## src/rtl/instr_issuer.sv

```systemverilog
// Fetch/issue front end: packs loaded instruction fields into a small program
// store and replays it onto the decoder's id bus, one word every ISSUE_GAP cycles.
module instr_issuer #(
    parameter int DEPTH     = 16,
    parameter int ADDR_W    = 4,
    parameter int ISSUE_GAP = 5
) (
    input  logic              clk,
    input  logic              rst,
    input  logic              clear,
    input  logic              load_en,
    input  logic [3:0]        load_op,
    input  logic [2:0]        load_rd,
    input  logic [2:0]        load_rs,
    input  logic [7:0]        load_imm,
    output logic              load_ready,
    input  logic              start,
    output logic [17:0]       id,
    output logic              id_valid,
    output logic              busy,
    output logic              halted,
    output logic [ADDR_W-1:0] pc,
    output logic              load_err
);

    typedef enum logic [1:0] {IDLE, ISSUE, GAP, HALTED} state_t;

    localparam logic [3:0]        HALT_OP   = 4'b1000;
    localparam logic [17:0]       HALT_WORD = {HALT_OP, 14'd0};
    localparam logic [ADDR_W:0]   DEPTH_C   = (ADDR_W + 1)'(DEPTH);
    localparam logic [7:0]        GAP_INIT  = 8'(ISSUE_GAP - 1);

    state_t              state_reg, state_next;
    logic [17:0]         mem [DEPTH];
    logic [ADDR_W:0]     count_reg, count_next;
    logic [ADDR_W:0]     count_last;
    logic [ADDR_W-1:0]   pc_reg, pc_next;
    logic [ADDR_W-1:0]   rd_addr;
    logic [17:0]         id_reg;
    logic [7:0]          gap_reg, gap_next;
    logic                load_err_reg, load_err_next;
    logic                idle_like, clear_ok, load_ok, hold_done, last_word;
    logic                issue_mem, issue_halt;

    assign idle_like  = (state_reg == IDLE) || (state_reg == HALTED);
    assign load_ready = idle_like && (count_reg < DEPTH_C);
    assign clear_ok   = clear && idle_like;
    assign load_ok    = load_en && load_ready && !clear_ok;
    assign count_last = count_reg - 1'b1;
    assign last_word  = ({1'b0, pc_reg} == count_last);
    // The final hold cycle of a word: either the ISSUE cycle itself or the last GAP cycle.
    assign hold_done  = ((state_reg == ISSUE) && (ISSUE_GAP == 1)) ||
                        ((state_reg == GAP) && (gap_reg == 8'd1));

    always_comb begin
        state_next    = state_reg;
        count_next    = count_reg;
        pc_next       = pc_reg;
        gap_next      = gap_reg;
        load_err_next = load_err_reg;
        rd_addr       = pc_reg;
        issue_mem     = 1'b0;
        issue_halt    = 1'b0;

        if (load_en && !load_ready && !clear_ok) begin
            load_err_next = 1'b1;
        end

        case (state_reg)
            IDLE, HALTED: begin
                if (clear_ok) begin
                    count_next    = '0;
                    load_err_next = 1'b0;
                    state_next    = IDLE;
                end else if (load_ok) begin
                    count_next = count_reg + 1'b1;
                end else if (start && !load_en && (count_reg != '0)) begin
                    state_next = ISSUE;
                    pc_next    = '0;
                    rd_addr    = '0;
                    issue_mem  = 1'b1;
                end
            end
            ISSUE: begin
                if (ISSUE_GAP > 1) begin
                    state_next = GAP;
                    gap_next   = GAP_INIT;
                end
            end
            GAP: begin
                if (gap_reg > 8'd1) begin
                    gap_next = gap_reg - 8'd1;
                end
            end
            default: state_next = IDLE;
        endcase

        // The implicit halt word carries HALT_OP, so it lands in HALTED through the first branch.
        if (hold_done) begin
            if (id_reg[17:14] == HALT_OP) begin
                state_next = HALTED;
            end else if (last_word) begin
                state_next = ISSUE;
                issue_halt = 1'b1;
            end else begin
                state_next = ISSUE;
                pc_next    = pc_reg + 1'b1;
                rd_addr    = pc_reg + 1'b1;
                issue_mem  = 1'b1;
            end
        end
    end

    always_ff @(posedge clk) begin
        if (load_ok) begin
            mem[count_reg[ADDR_W-1:0]] <= {load_op, load_rd, load_rs, load_imm};
        end
    end

    always_ff @(posedge clk) begin
        if (rst) begin
            state_reg    <= IDLE;
            count_reg    <= '0;
            pc_reg       <= '0;
            gap_reg      <= '0;
            load_err_reg <= 1'b0;
            id_reg       <= '0;
        end else begin
            state_reg    <= state_next;
            count_reg    <= count_next;
            pc_reg       <= pc_next;
            gap_reg      <= gap_next;
            load_err_reg <= load_err_next;
            if (issue_mem) begin
                id_reg <= mem[rd_addr];
            end else if (issue_halt) begin
                id_reg <= HALT_WORD;
            end
        end
    end

    assign id       = id_reg;
    assign id_valid = (state_reg == ISSUE);
    assign busy     = (state_reg == ISSUE) || (state_reg == GAP);
    assign halted   = (state_reg == HALTED);
    assign pc       = pc_reg;
    assign load_err = load_err_reg;

endmodule
```

## config.mk

```make
export PLATFORM = sky130hd
export DESIGN_NAME = instr_issuer
export DESIGN_NICKNAME = d
export VERILOG_FILES = /design/src/rtl/instr_issuer.sv
export SDC_FILE = /design/constraint.sdc
export NUM_CORES = 1
export LEC_CHECK = 0
export CORE_MARGIN = 5
export CORE_UTILIZATION = 40
export CTS_CLUSTER_SIZE = 10
export DETAILED_ROUTE_END_ITERATION = 8
export GPL_TIMING_DRIVEN = 1
export PLACE_DENSITY = 0.66
export SLEW_MARGIN = 20
export SYNTH_ARGS = -nofsm -noshare
export SYNTH_HDL_FRONTEND = slang
export SYNTH_SLANG_ARGS = --single-unit
export TNS_END_PERCENT = 100
```

## constraint.sdc

```tcl
create_clock -name clk -period 4.95 [get_ports clk]
set_input_delay 0.99 -clock clk [delete_from_list [all_inputs] [get_ports clk]]
set_output_delay 0.99 -clock clk [all_outputs]
set_load 0.005 [all_outputs]
```

=== Yosys cells after proc, flatten, opt, wreduce, memory -nomap -nowiden ===
Memories as Yosys holds them, arrays and structs flattened.
Cells that the tools add are included.
W data, S select, Z words.

* Register bits after elaboration: 38
* Memory bits (writable): 288
* Bits of input ports: 23
* Output and inout bits: 27
* Word-level logic and storage cells: 80
* Memories: 1

* Add/subtract/negate cells: 4
* Magnitude comparators: 2
* Equality and inequality tests: 9
* Mux-type cells: 34
* Reduce and logical (&&, ||, !) cells: 24

{| class="wikitable"
|+ Memory list
! name !! words !! bits a word !! rd ports !! clocked after memory_dff !! wr ports !! RTL line !! RTL
|-
| mem || 16 || 18 || 1 || 0 || 1 || 34 || <nowiki>logic [17:0] mem [DEPTH];</nowiki>
|}

{| class="wikitable"
|+ Operators with widths
! cell !! count
|-
| $mux W18 || 2
|-
| $mux W4 || 7
|-
| $pmux W8 S2 || 1
|-
| $mux W1 || 15
|-
| $mux W2 || 5
|-
| $mux W5 || 2
|-
| $logic_and A1 B1 Y1 || 9
|-
| $eq A8 B1 Y1 const B || 1
|-
| $gt A8 B1 Y1 const B || 1
|-
| $mux W8 || 1
|-
| $ne A4 B4 Y1 const B || 2
|-
| $sub A8 B1 Y8 const B || 1
|-
| $reduce_bool A2 Y1 || 3
|-
| $add A5 B1 Y5 const B || 1
|-
| $eq A4 B5 Y1 || 1
|-
| $lt A5 B5 Y1 const B || 1
|-
| $reduce_bool A5 Y1 || 1
|-
| $sub A5 B1 Y5 const B || 1
|-
| $add A4 B1 Y4 const B || 1
|-
| $eq A2 B2 Y1 const B || 2
|-
| $eq A4 B4 Y1 const B || 1
|-
| $pmux W2 S2 || 1
|-
| $reduce_and A2 Y1 || 2
|-
| $logic_not A1 Y1 || 3
|-
| 7 further kinds || 8
|}

=== Logic depth before layout (Yosys ltp) ===
An unclocked memory read counts as a cell.

* Depth in word-level cells: 13
* Gate-level depth with buffers: 15

=== Worst setup path after synthesis ===
Ideal clock, no wire load.

* Path kind: input-to-reg
* Start: input load_en
* End: memory mem[0][0] (enable)
* Library setup time: 439 ps
* Arrival: 3313 ps
* Required time: 4511 ps
* Setup slack: 1198 ps
* Cell stages on the path: 4
* Buffers on the path: 0
* Cell sequence: inv_1 > nor3_1 > nand2_1 > nor4_1

* Longest elaborated chain between the ends: 4

{| class="wikitable"
|+ RTL lines
! what !! RTL line !! RTL
|-
| from (decl) || 11 || <nowiki>input logic load_en,</nowiki>
|-
| $logic_and A1 B1 Y1 (2 in a row) || 48 || <nowiki>assign load_ok = load_en && load_ready && !clear_ok;</nowiki>
|-
| $mux W1 || 115 || <nowiki>if (load_ok) begin</nowiki>
|-
| $mux W1 (not written as such) || 116 || <nowiki>mem[count_reg[ADDR_W-1:0]] <= {load_op, load_rd, load_rs, load_imm};</nowiki>
|-
| to (decl) || 34 ||
|}

No other way between the ends.

=== Final worst setup path ===
* Start: register count_reg[0]
* End: register id_reg[13] (netlist: id[13])

* Longest elaborated chain between the ends: 12

{| class="wikitable"
|+ RTL lines
! what !! RTL line !! RTL
|-
| from (decl) || 35 || <nowiki>logic [ADDR_W:0] count_reg, count_next;</nowiki>
|-
| from (signal assigned) || 130 || <nowiki>count_reg <= count_next;</nowiki>
|-
| $lt A5 B5 Y1 || 46 || <nowiki>assign load_ready = idle_like && (count_reg < DEPTH_C);</nowiki>
|-
| $logic_and A1 B1 Y1 || 46 ||
|-
| $logic_and A1 B1 Y1 (2 in a row) || 48 ||
|-
| $mux W4 || 75 || <nowiki>end else if (load_ok) begin</nowiki>
|-
| $mux W4 || 71 || <nowiki>if (clear_ok) begin</nowiki>
|-
| $mux W4 || 69 || <nowiki>case (state_reg)</nowiki>
|-
| $mux W4 || 102 || <nowiki>end else if (last_word) begin</nowiki>
|-
| $mux W4 || 100 || <nowiki>if (id_reg[17:14] == HALT_OP) begin</nowiki>
|-
| $mux W4 || 99 || <nowiki>if (hold_done) begin</nowiki>
|-
| $mem_v2 Z16 W18 || n/a ||
|-
| $mux W18 || 134 || <nowiki>if (issue_mem) begin</nowiki>
|-
| to (signal assigned) || 135 || <nowiki>id_reg <= mem[rd_addr];</nowiki>
|-
| to (decl) || 39 || <nowiki>logic [17:0] id_reg;</nowiki>
|}

Several ways; a longest one is shown, not always the timed one.
A chain may end at the register's enable or synchronous reset.

==> reports/metrics.yaml <==
clock_network:
  clock_path_buffers: 3
  htree_levels: 2
  cts_tree: "done"
  clkTransAtPathRegs_ns: 0.06
  clock_latency_ns: 0.52
  numCtsBuffers: 38
  cts_setup_buffers: 0
  cts.sinks: 326
  cts-resized-gates: 0
  ctsHoldBuffers: 0
  cts_root_buf: "clkbuf_16"
finish:
  syn_to_final_growth_pct: 17.0
  largest_register_ffs: 288
  fin_nets: 1062
  drive_gt1_share_pct: 9.81
  antennaDiodeCount: 0
  multiInputGateArea_sq_mm: 0.00343
  finalNonFillerCells: 1492
  fillers: 2799
  ff_latch_area_sq_mm: 0.00941
synth:
  synthArstFlopShare_pct: 0
  syn_area_sq_mm: 0.0131
  synth_cells: 962
  yosysSeqAreaShare_pct: 71.9
  ys_ff_latch: 326
  syn_nets: 996
  yosysMostFrequentCell: "edfxtp_1"
  yosys.area.top_type: "edfxtp_1"
  yosysUniqueCellTypes: 59
  synth-edff-count: 288
  synth_warnings: 0
  synth_common_cells: "288 x edfxtp_1, 192 x nand2_1, 83 x nand3_1"
  syn_area_per_cell_sq_um: 13.6
  synth_top_area_share_pct: 66.1
  yosys-top-cells-area: "edfxtp_1 66%, dfxtp_1 5.8%, nand2_1 5.5%, mux2i_1 4.2%, nand3_1 3.2%"
  yosys_most_used_dff: "edfxtp_1"
sta:
  tightest_slew_ns: 1.07
  finalHoldViolCount: 0
  tns_ns: 0
  clock_skew_ns: 0.0153
  slew_headroom_pct: 28.7
  timing.final.crit_period_ns: 3.76
  drv_slew: 0
  period_share_pct: 76.0
  setup_viol: 0
  rsz0062_at_grt: "false"
  max_freq_ghz: 0.266
global_route:
  grt_use_total_pct: 17.2
  grt_max_degree: 74
  antenna_found_initial: 3
  grt.overflow.total: 0
  grt_pass1_wl_microns: 47600
  grt_pass1_vias: 7815
floorplan:
  die_x_microns: 191
  core_area_sq_mm: 0.0325
  dieArea_sq_mm: 0.0364
  fp-row-count: 66
  die_h_microns: 191
  initial_core_util_pct: 40.3
  ios: 50
min_path:
  min_path_type: "register to register"
setup_path:
  cp.arrival_ns: 4.14
  end_kind: "register"
  criticalPathCategory: "register to register"
  crit_chain: "inv_1, ha_1, o21ba_2, a221oi_1, o2111ai_1, nand2_4, mux2i_4, buf_12, mux2i_1, a222oi_1, a22oi_1, o21ai_1"
  slowest_delay_ns: 0.58
  crit_path_start_kind: "register"
  critPathBufInv: 2
  slowest_stage: "mux2i_4"
  critical_path.top_delay_family: "compound AO/OA/AOI/OAI gates"
  cp_max_fo: 45
  crit_required_ns: 5.33
pwr:
  ir_drop_v: 0.000242
  power-per-cell-area_mw_per_mm2: 367
  p_leak_nw: 5.03
route:
  drtPass1Iterations: 7
  drc: 0
  vias_per_cell: 5.42
  routed_wl_microns: 31600
  wl_per_cell_microns: 21.2
  drtAntennaViolNets: 0
  drt_iter0_markers: 915
  vias: 8092
placed_design:
  dp_cells: 1429
  routabilityCongestion: 0.761
  port_buffers: 49
  dpl.hpwl_microns: 17000
outcome:
  status: "complete, no violations"
run:
  cap_violations: 0
[cell families after synthesis]
group,count (synthesis),share of synthesized area (%)
flops,326,71.9
xor+xnor,11,0.736
fa+ha+maj,11,1.05
mux,59,4.64
compound gates,121,6.51
buf+inv,73,2.62
simple gates,361,12.6
[path summary, 6_finish.rpt]
path | startpoint | to | slack (ns) | depth (start not counted)
worst min register to register | gap_reg[0] | gap_reg[0] | 0.50 | 2
worst max register to register | count_reg[0] | id[13] | 1.19 | 12
worst min-delay path | gap_reg[0] | gap_reg[0] | 0.50 | 2
worst max-delay path | count_reg[0] | id[13] | 1.19 | 12
[cell usage in the layout (no fill, tap or decap), types with 7 or more instances in the layout]
cell type	instances
a31oi_1	22
buf_4	29
o21ai_1	17
xor2_1	7
clkbuf_1	19
clkbuf_16	39
a21oi_1	19
dfxtp_1	38
nor2_1	19
clkdlybuf4s50_1	49
edfxtp_1	288
ha_1	11
mux2i_1	55
a222oi_1	17
nand2_1	192
nand3_1	83
inv_1	19
nand4_1	18
a22oi_1	18
[power breakdown]
group          leakage [nW]  total (mW)  switching [mW]  internal [mW]
sequential             2.90        3.01         0.00531           3.00
clock                 0.532        2.50            1.02           1.48
combinational          1.60       0.102          0.0671         0.0347
[worst register-to-register path: cells and delay by family (launching register included)]
kind,cells,cell delay (ns)
AOI/OAI and AO/OA,6,1.24
DFF,1,0.49
muxes,2,0.92
buffers and inverters,2,0.47
adders and majority gates,1,0.28
and+or+nand+nor,1,0.23
[stage by stage]
stage               power [mW]  hold WS [ns]  cell area [sq um]  worst slack, ns  util (%)
CTS                       5.65         0.498              15300             1.11      47.1
floorplan                 3.10         0.461              13100             1.20         -
global route              5.79         0.531              15300            0.868      47.2
detailed placement        3.17         0.488              14200            0.697      43.7
global placement          3.17         0.460              14200            0.782      43.7
finish                    5.61         0.499              15300             1.19      47.2
[final cells by class]
type,instances,share of cell area [%]
clock buffer,60,7.02
clock inverter,2,0.188
inverter,19,0.466
multi-input combinational,563,22.4
sequential,326,61.4
tap,442,3.61
timing repair buffer,80,4.85
[routing by layer]
metal  vias up  GRT usage, %  share of wire [%]
met4         6          3.87                1.6
li1       3738             -                  -
met2       291          28.2                 47
met1      4012          23.7                 43
met5         -             0               0.14
met3        45          3.80                8.4
No activity file was read; power rests on OpenSTA's default activity.
